--- src/rtl/complex_mult_scheduler_pkg.sv ---
// Shared widths, FSM encodings and width helpers for the complex-multiplier scheduler.
package cmplx_pkg;

  localparam int DATA_WIDTH = 8;
  localparam int OP_W       = 4 * DATA_WIDTH;
  localparam int RES_W      = 4 * DATA_WIDTH + 3;

  typedef enum logic [1:0] {
    ST_RUN     = 2'd0,
    ST_DRAIN   = 2'd1,
    ST_DRAINED = 2'd2
  } sched_state_e;

  function automatic int op_width(input int dw);
    return 4 * dw;
  endfunction

  function automatic int res_width(input int dw);
    return 4 * dw + 3;
  endfunction

endpackage

--- src/rtl/complex_mult_scheduler_rr_ptr.sv ---
// Wrapping round-robin pointer with increment enable and synchronous clear.
module rr_ptr #(
  parameter int W = 2
) (
  input  logic         clk,
  input  logic         clr,
  input  logic         inc,
  output logic [W-1:0] ptr
);

  logic [W-1:0] ptr_q;
  logic [W-1:0] ptr_d;

  // Instance count is a power of two, so natural overflow is the wrap.
  always_comb begin
    if (inc) begin
      ptr_d = ptr_q + W'(1);
    end else begin
      ptr_d = ptr_q;
    end
  end

  always_ff @(posedge clk) begin
    if (clr) begin
      ptr_q <= '0;
    end else begin
      ptr_q <= ptr_d;
    end
  end

  assign ptr = ptr_q;

endmodule

--- src/rtl/complex_mult_scheduler.sv ---
// Round-robin scheduler sharing NUM_INST complex multipliers between one operand
// stream and one in-order result stream, with a drain/enable control FSM.
module complex_mult_scheduler
  import cmplx_pkg::*;
#(
  parameter int DATA_WIDTH = cmplx_pkg::DATA_WIDTH,
  parameter int NUM_INST   = 4,
  localparam int PTR_W     = $clog2(NUM_INST)
) (
  input  logic                                clk,
  input  logic                                sw_rst,
  input  logic                                en,
  input  logic                                drain_req,
  output logic                                drain_done,
  output logic [PTR_W:0]                      inflight,
  input  logic                                op_val,
  output logic                                op_ready,
  input  logic [4*DATA_WIDTH-1:0]             op_data,
  output logic [NUM_INST-1:0]                 inst_op_val,
  input  logic [NUM_INST-1:0]                 inst_op_ready,
  output logic [4*DATA_WIDTH-1:0]             inst_op_data,
  input  logic [NUM_INST-1:0]                 inst_res_val,
  output logic [NUM_INST-1:0]                 inst_res_ready,
  input  logic [NUM_INST*(4*DATA_WIDTH+3)-1:0] inst_res_data,
  output logic                                res_val,
  input  logic                                res_ready,
  output logic [4*DATA_WIDTH+2:0]             res_data
);

  localparam int RESW = res_width(DATA_WIDTH);

  sched_state_e         state_q, state_d;
  logic [NUM_INST-1:0]  busy_q, busy_d;
  logic [PTR_W:0]       inflight_q, inflight_d;
  logic                 drain_done_q, drain_done_d;
  logic [PTR_W-1:0]     wr_ptr;
  logic [PTR_W-1:0]     rd_ptr;
  logic                 can_issue;
  logic                 issue;
  logic                 retire;

  rr_ptr #(.W(PTR_W)) u_wr_ptr (.clk(clk), .clr(sw_rst), .inc(issue),  .ptr(wr_ptr));
  rr_ptr #(.W(PTR_W)) u_rd_ptr (.clk(clk), .clr(sw_rst), .inc(retire), .ptr(rd_ptr));

  assign inst_op_data = op_data;

  // Handshakes are held low during reset since instances are being cleared too.
  always_comb begin
    can_issue = ~sw_rst & (state_q == ST_RUN) & en & ~busy_q[wr_ptr];
    op_ready  = can_issue & inst_op_ready[wr_ptr];
    inst_op_val         = '0;
    inst_op_val[wr_ptr] = can_issue & op_val;
    res_val   = ~sw_rst & busy_q[rd_ptr] & inst_res_val[rd_ptr];
    inst_res_ready         = '0;
    inst_res_ready[rd_ptr] = ~sw_rst & busy_q[rd_ptr] & res_ready;
    res_data  = inst_res_data[int'(rd_ptr)*RESW +: RESW];
    issue     = op_val & op_ready;
    retire    = res_val & res_ready;
  end

  // Issue and retire never target the same instance: one needs it idle, the other busy.
  always_comb begin
    busy_d = busy_q;
    if (issue) begin
      busy_d[wr_ptr] = 1'b1;
    end else begin
      busy_d[wr_ptr] = busy_q[wr_ptr];
    end
    if (retire) begin
      busy_d[rd_ptr] = 1'b0;
    end else begin
      busy_d[rd_ptr] = busy_d[rd_ptr];
    end
    case ({issue, retire})
      2'b10:   inflight_d = inflight_q + (PTR_W+1)'(1);
      2'b01:   inflight_d = inflight_q - (PTR_W+1)'(1);
      default: inflight_d = inflight_q;
    endcase
  end

  always_comb begin
    case (state_q)
      ST_RUN: begin
        if (drain_req) state_d = ST_DRAIN;
        else           state_d = ST_RUN;
      end
      ST_DRAIN: begin
        if (inflight_q == '0) state_d = ST_DRAINED;
        else if (!drain_req)  state_d = ST_RUN;
        else                  state_d = ST_DRAIN;
      end
      ST_DRAINED: begin
        if (!drain_req) state_d = ST_RUN;
        else            state_d = ST_DRAINED;
      end
      default: state_d = ST_RUN;
    endcase
    drain_done_d = (state_d == ST_DRAINED);
  end

  always_ff @(posedge clk) begin
    if (sw_rst) begin
      state_q      <= ST_RUN;
      busy_q       <= '0;
      inflight_q   <= '0;
      drain_done_q <= 1'b0;
    end else begin
      state_q      <= state_d;
      busy_q       <= busy_d;
      inflight_q   <= inflight_d;
      drain_done_q <= drain_done_d;
    end
  end

  assign drain_done = drain_done_q;
  assign inflight   = inflight_q;

endmodule

--- config.mk ---
export PLATFORM = sky130hd
export DESIGN_NAME = complex_mult_scheduler
export DESIGN_NICKNAME = d
export VERILOG_FILES = /design/src/rtl/complex_mult_scheduler_pkg.sv /design/src/rtl/complex_mult_scheduler_rr_ptr.sv /design/src/rtl/complex_mult_scheduler.sv
export SDC_FILE = /design/constraint.sdc
export NUM_CORES = 1
export LEC_CHECK = 0
export CORE_AREA = 2 2 102 104
export DETAILED_ROUTE_END_ITERATION = 7
export DIE_AREA = 0 0 104 106
export HOLD_SLACK_MARGIN = 0.05
export PLACE_DENSITY = 0.73
export SLEW_MARGIN = 20
export SYNTH_ARGS = -nofsm -noshare
export SYNTH_HDL_FRONTEND = slang
export SYNTH_HIERARCHICAL = 1
export SYNTH_SLANG_ARGS = --single-unit
--- constraint.sdc ---
create_clock -name clk -period 2.6 [get_ports clk]
set_input_delay 0.78 -clock clk [delete_from_list [all_inputs] [get_ports clk]]
set_output_delay 0.78 -clock clk [all_outputs]
set_load 0.01 [all_outputs]
==> results.py <==
metrics = {
    "timing": {
        "tns_ns": -1.41,
        "hold_viol_final": 0,
        "post-route-min-period_ns": 2.87,
        "final_max_slew_viol_count": 0,
        "fmax_ghz": 0.348,
        "max-slew-margin-rel_pct": 64.2,
        "fin_crit_sh_pct": 110,
        "whs_ns": 0.538,
        "timing.final.ws_setup_ns": -0.271,
        "worst_slew_pin_slew_ns": 0.530,
        "skew_ns": 0.00537,
        "finalSetupViolations": 8,
        "rsz0062_at_grt": "true",
    },
    "final_layout": {
        "fin_area_um2": 4320,
        "area_delta_synth_final_pct": 126,
        "nets": 545,
        "fillCellCount": 965,
        "regArea_um2": 283,
        "multi_input_area_um2": 1360,
        "layout-drive-gt1-share_pct": 38.8,
        "fin_cells": 495,
    },
    "drt": {
        "viasPerCell": 4.52,
        "vias": 2235,
        "first_iter_violations": 62,
        "drc_errors": 0,
        "wl_per_cell_um": 19.4,
        "ant_nets": 0,
        "routed_wl_um": 9630,
        "first_pass_iters": 4,
    },
    "yosys": {
        "synth_top_cell_by_area": "mux4_2",
        "synth.distinct_cells": 42,
        "synthesis.nets": 346,
        "yosysWarnings": 6,
        "syn_area_um2": 1910,
        "synth_top_area_share_pct": 43.5,
        "synth_area_per_cell_um2": 12.1,
        "synth_edf_count": 0,
        "seq_area_frac_synth_pct": 14.6,
        "synthTopCellsByCount": "mux4_2, buf_4, dfxtp_1",
        "synth.most_common_cell": "mux4_2",
        "ys_async_sr_fraction_pct": 0,
        "synth_seq_cells": 14,
        "ys.flop_type": "dfxtp_1",
        "synth_area_leaders": "mux4_2, dfxtp_1, buf_4, buf_2, a211oi_1",
        "synth_cells": 158,
    },
    "worst_setup_path": {
        "cp_slowest_cell": "or4b_4",
        "crit_type": "in -> out",
        "r2r_slack_ns": 0.01,
        "critPathMaxStageDelay_ns": 0.50,
        "critPathCaptureType": "output pin",
        "path_cells": "buf_6, or4b_4, nor3b_4, buf_6, buf_6, and3b_1, buf_2",
        "path_max_fanout": 3,
        "start_kind": "input port",
        "cpMostUsedCell": "buf_6",
        "cp.required_ns": 1.82,
        "cp.arrival_ns": 2.09,
    },
    "run": {
        "maxCapViolations": 0,
    },
    "outcome": {
        "violations": "negative setup slack",
        "status": "finished with violations",
    },
    "global_routing": {
        "grt_max_degree": 20,
        "grt_usage_pct": 17.1,
        "grt_overflow": 0,
        "antenna_found_initial": 4,
        "first_global_vias": 2604,
        "grt_pass1_wl_um": 14800,
    },
    "clock_tree": {
        "h-tree-depth": 1,
        "cts_tree": "done",
        "cts.sink_count": 14,
        "path_clk_slew_ns": 0.05,
        "clk_latency_ns": 0.24,
        "cts-buffers-inserted": 3,
        "hold_buffers": 0,
        "cts_root_buf": "clkbuf_8",
        "clk_path_buf_depth": 2,
    },
    "floorplan": {
        "die-area_um2": 11000,
        "fp.dieH_um": 106,
        "ios": 267,
        "rows": 37,
        "die_w_um": 104,
        "initial_core_util_pct": 19.1,
        "fp.coreArea_um2": 10000,
    },
    "placed_design": {
        "placed_area_um2": 4090,
        "place.gp.congestion": 0.851,
        "dpl.hpwl_um": 8020,
        "dp_cells": 481,
        "portBuffers": 202,
    },
    "power": {
        "power-per-cell-area_nw_per_um2": 199,
        "p_leak_nw": 2.05,
        "finalPower_uw": 858,
        "vdd_drop_max_uv": 221,
    },
    "min_path": {
        "holdCritPathClass": "reg -> reg",
    },
}
-- flip-flops by register name, indices dropped and copies added (netlist names) --
name and flops:
u_rd_ptr/ptr 2, u_wr_ptr/ptr 2, state_q 2, drain_done 1
busy_q 4, inflight 3
-- layout make-up --
type                    instances  area share (%)
inverters                       3           0.261
diodes                          3           0.174
well taps                     136            3.94
multi-input cells              98            31.6
repair buffers                237            56.3
flip-flops and latches         14            6.54
clock buffers                   4            1.27
-- per-layer routing --
layer / vias up / GRT usage, % / routed length, um
li1: 1006 / - / -
met1: 1066 / 20.1 / 3900
met2: 139 / 28.5 / 4450
met3: 22 / 8.34 / 1120
met4: 2 / 3.47 / 147
met5: - / 0 / 13
-- critical path, delay by kind of cell --
kind	cells	cell delay, ns
and+or+nand+nor	3	0.87
buffers and inverters	4	0.44
-- metrics by stage --
step | worst slack [ns] | utilization (%)
2_1_floorplan | 0.0459 | -
3_3_place_gp | -0.890 | 40.9
3_5_place_dp | -0.938 | 40.9
4_1_cts | -0.264 | 40.8
5_1_grt | -0.317 | 43.2
6_report | -0.271 | 43.2
-- report_power, final --
part	switching, mW	internal (mW)
clock	0.0747	0.134
sequential	0.00369	0.220
combinational	0.122	0.304
-- timing repair --
action                                  in CTS  in global routing
pin swaps                                    8                  7
endpoints found under the setup margin      48                 39
resized for setup                          241                 72
buffers inserted                             5                  2
-- logic make-up (layout without fill, tap and decap cells) --
kind of cell / Yosys count / in the layout / share of synthesized area, %
buffers and inverters: 46 / 244 / 16.1
multiplexers: 40 / 40 / 45.9
AND/OR/NAND/NOR: 33 / 33 / 12.6
AO/OA/AOI/OAI: 19 / 19 / 7.19
flip-flops: 14 / 14 / 14.6
XOR/XNOR: 4 / 4 / 1.83
adder cells (fa/ha/maj): 2 / 2 / 1.70
other: 0 / 3 / 0
-- cell usage in the layout (no fill, tap or decap), types with 3 or more instances in the layout --
cell type         n
clkdlybuf4s50_1  75
dlymetal6s2s_1   49
mux4_2           38
buf_6            38
dlygate4sd2_1    28
buf_4            27
dfxtp_1          12
buf_2             9
nor2_1            6
clkdlybuf4s15_1   5
a21oi_1           4
a211oi_1          4
clkbuf_8          4
buf_12            4
diode_2           3
nor4b_1           3
nand3b_1          3
a31oi_1           3
-- worst paths after layout --
path,start,endpoint,cells after the start
setup reg to reg,u_wr_ptr/ptr[0],inflight[2],13
hold / removal,inflight[2],inflight[2],2
setup / recovery,sw_rst,inst_op_val[2],7
hold reg to reg,inflight[2],inflight[2],2
No activity file was read; power rests on OpenSTA's default activity.
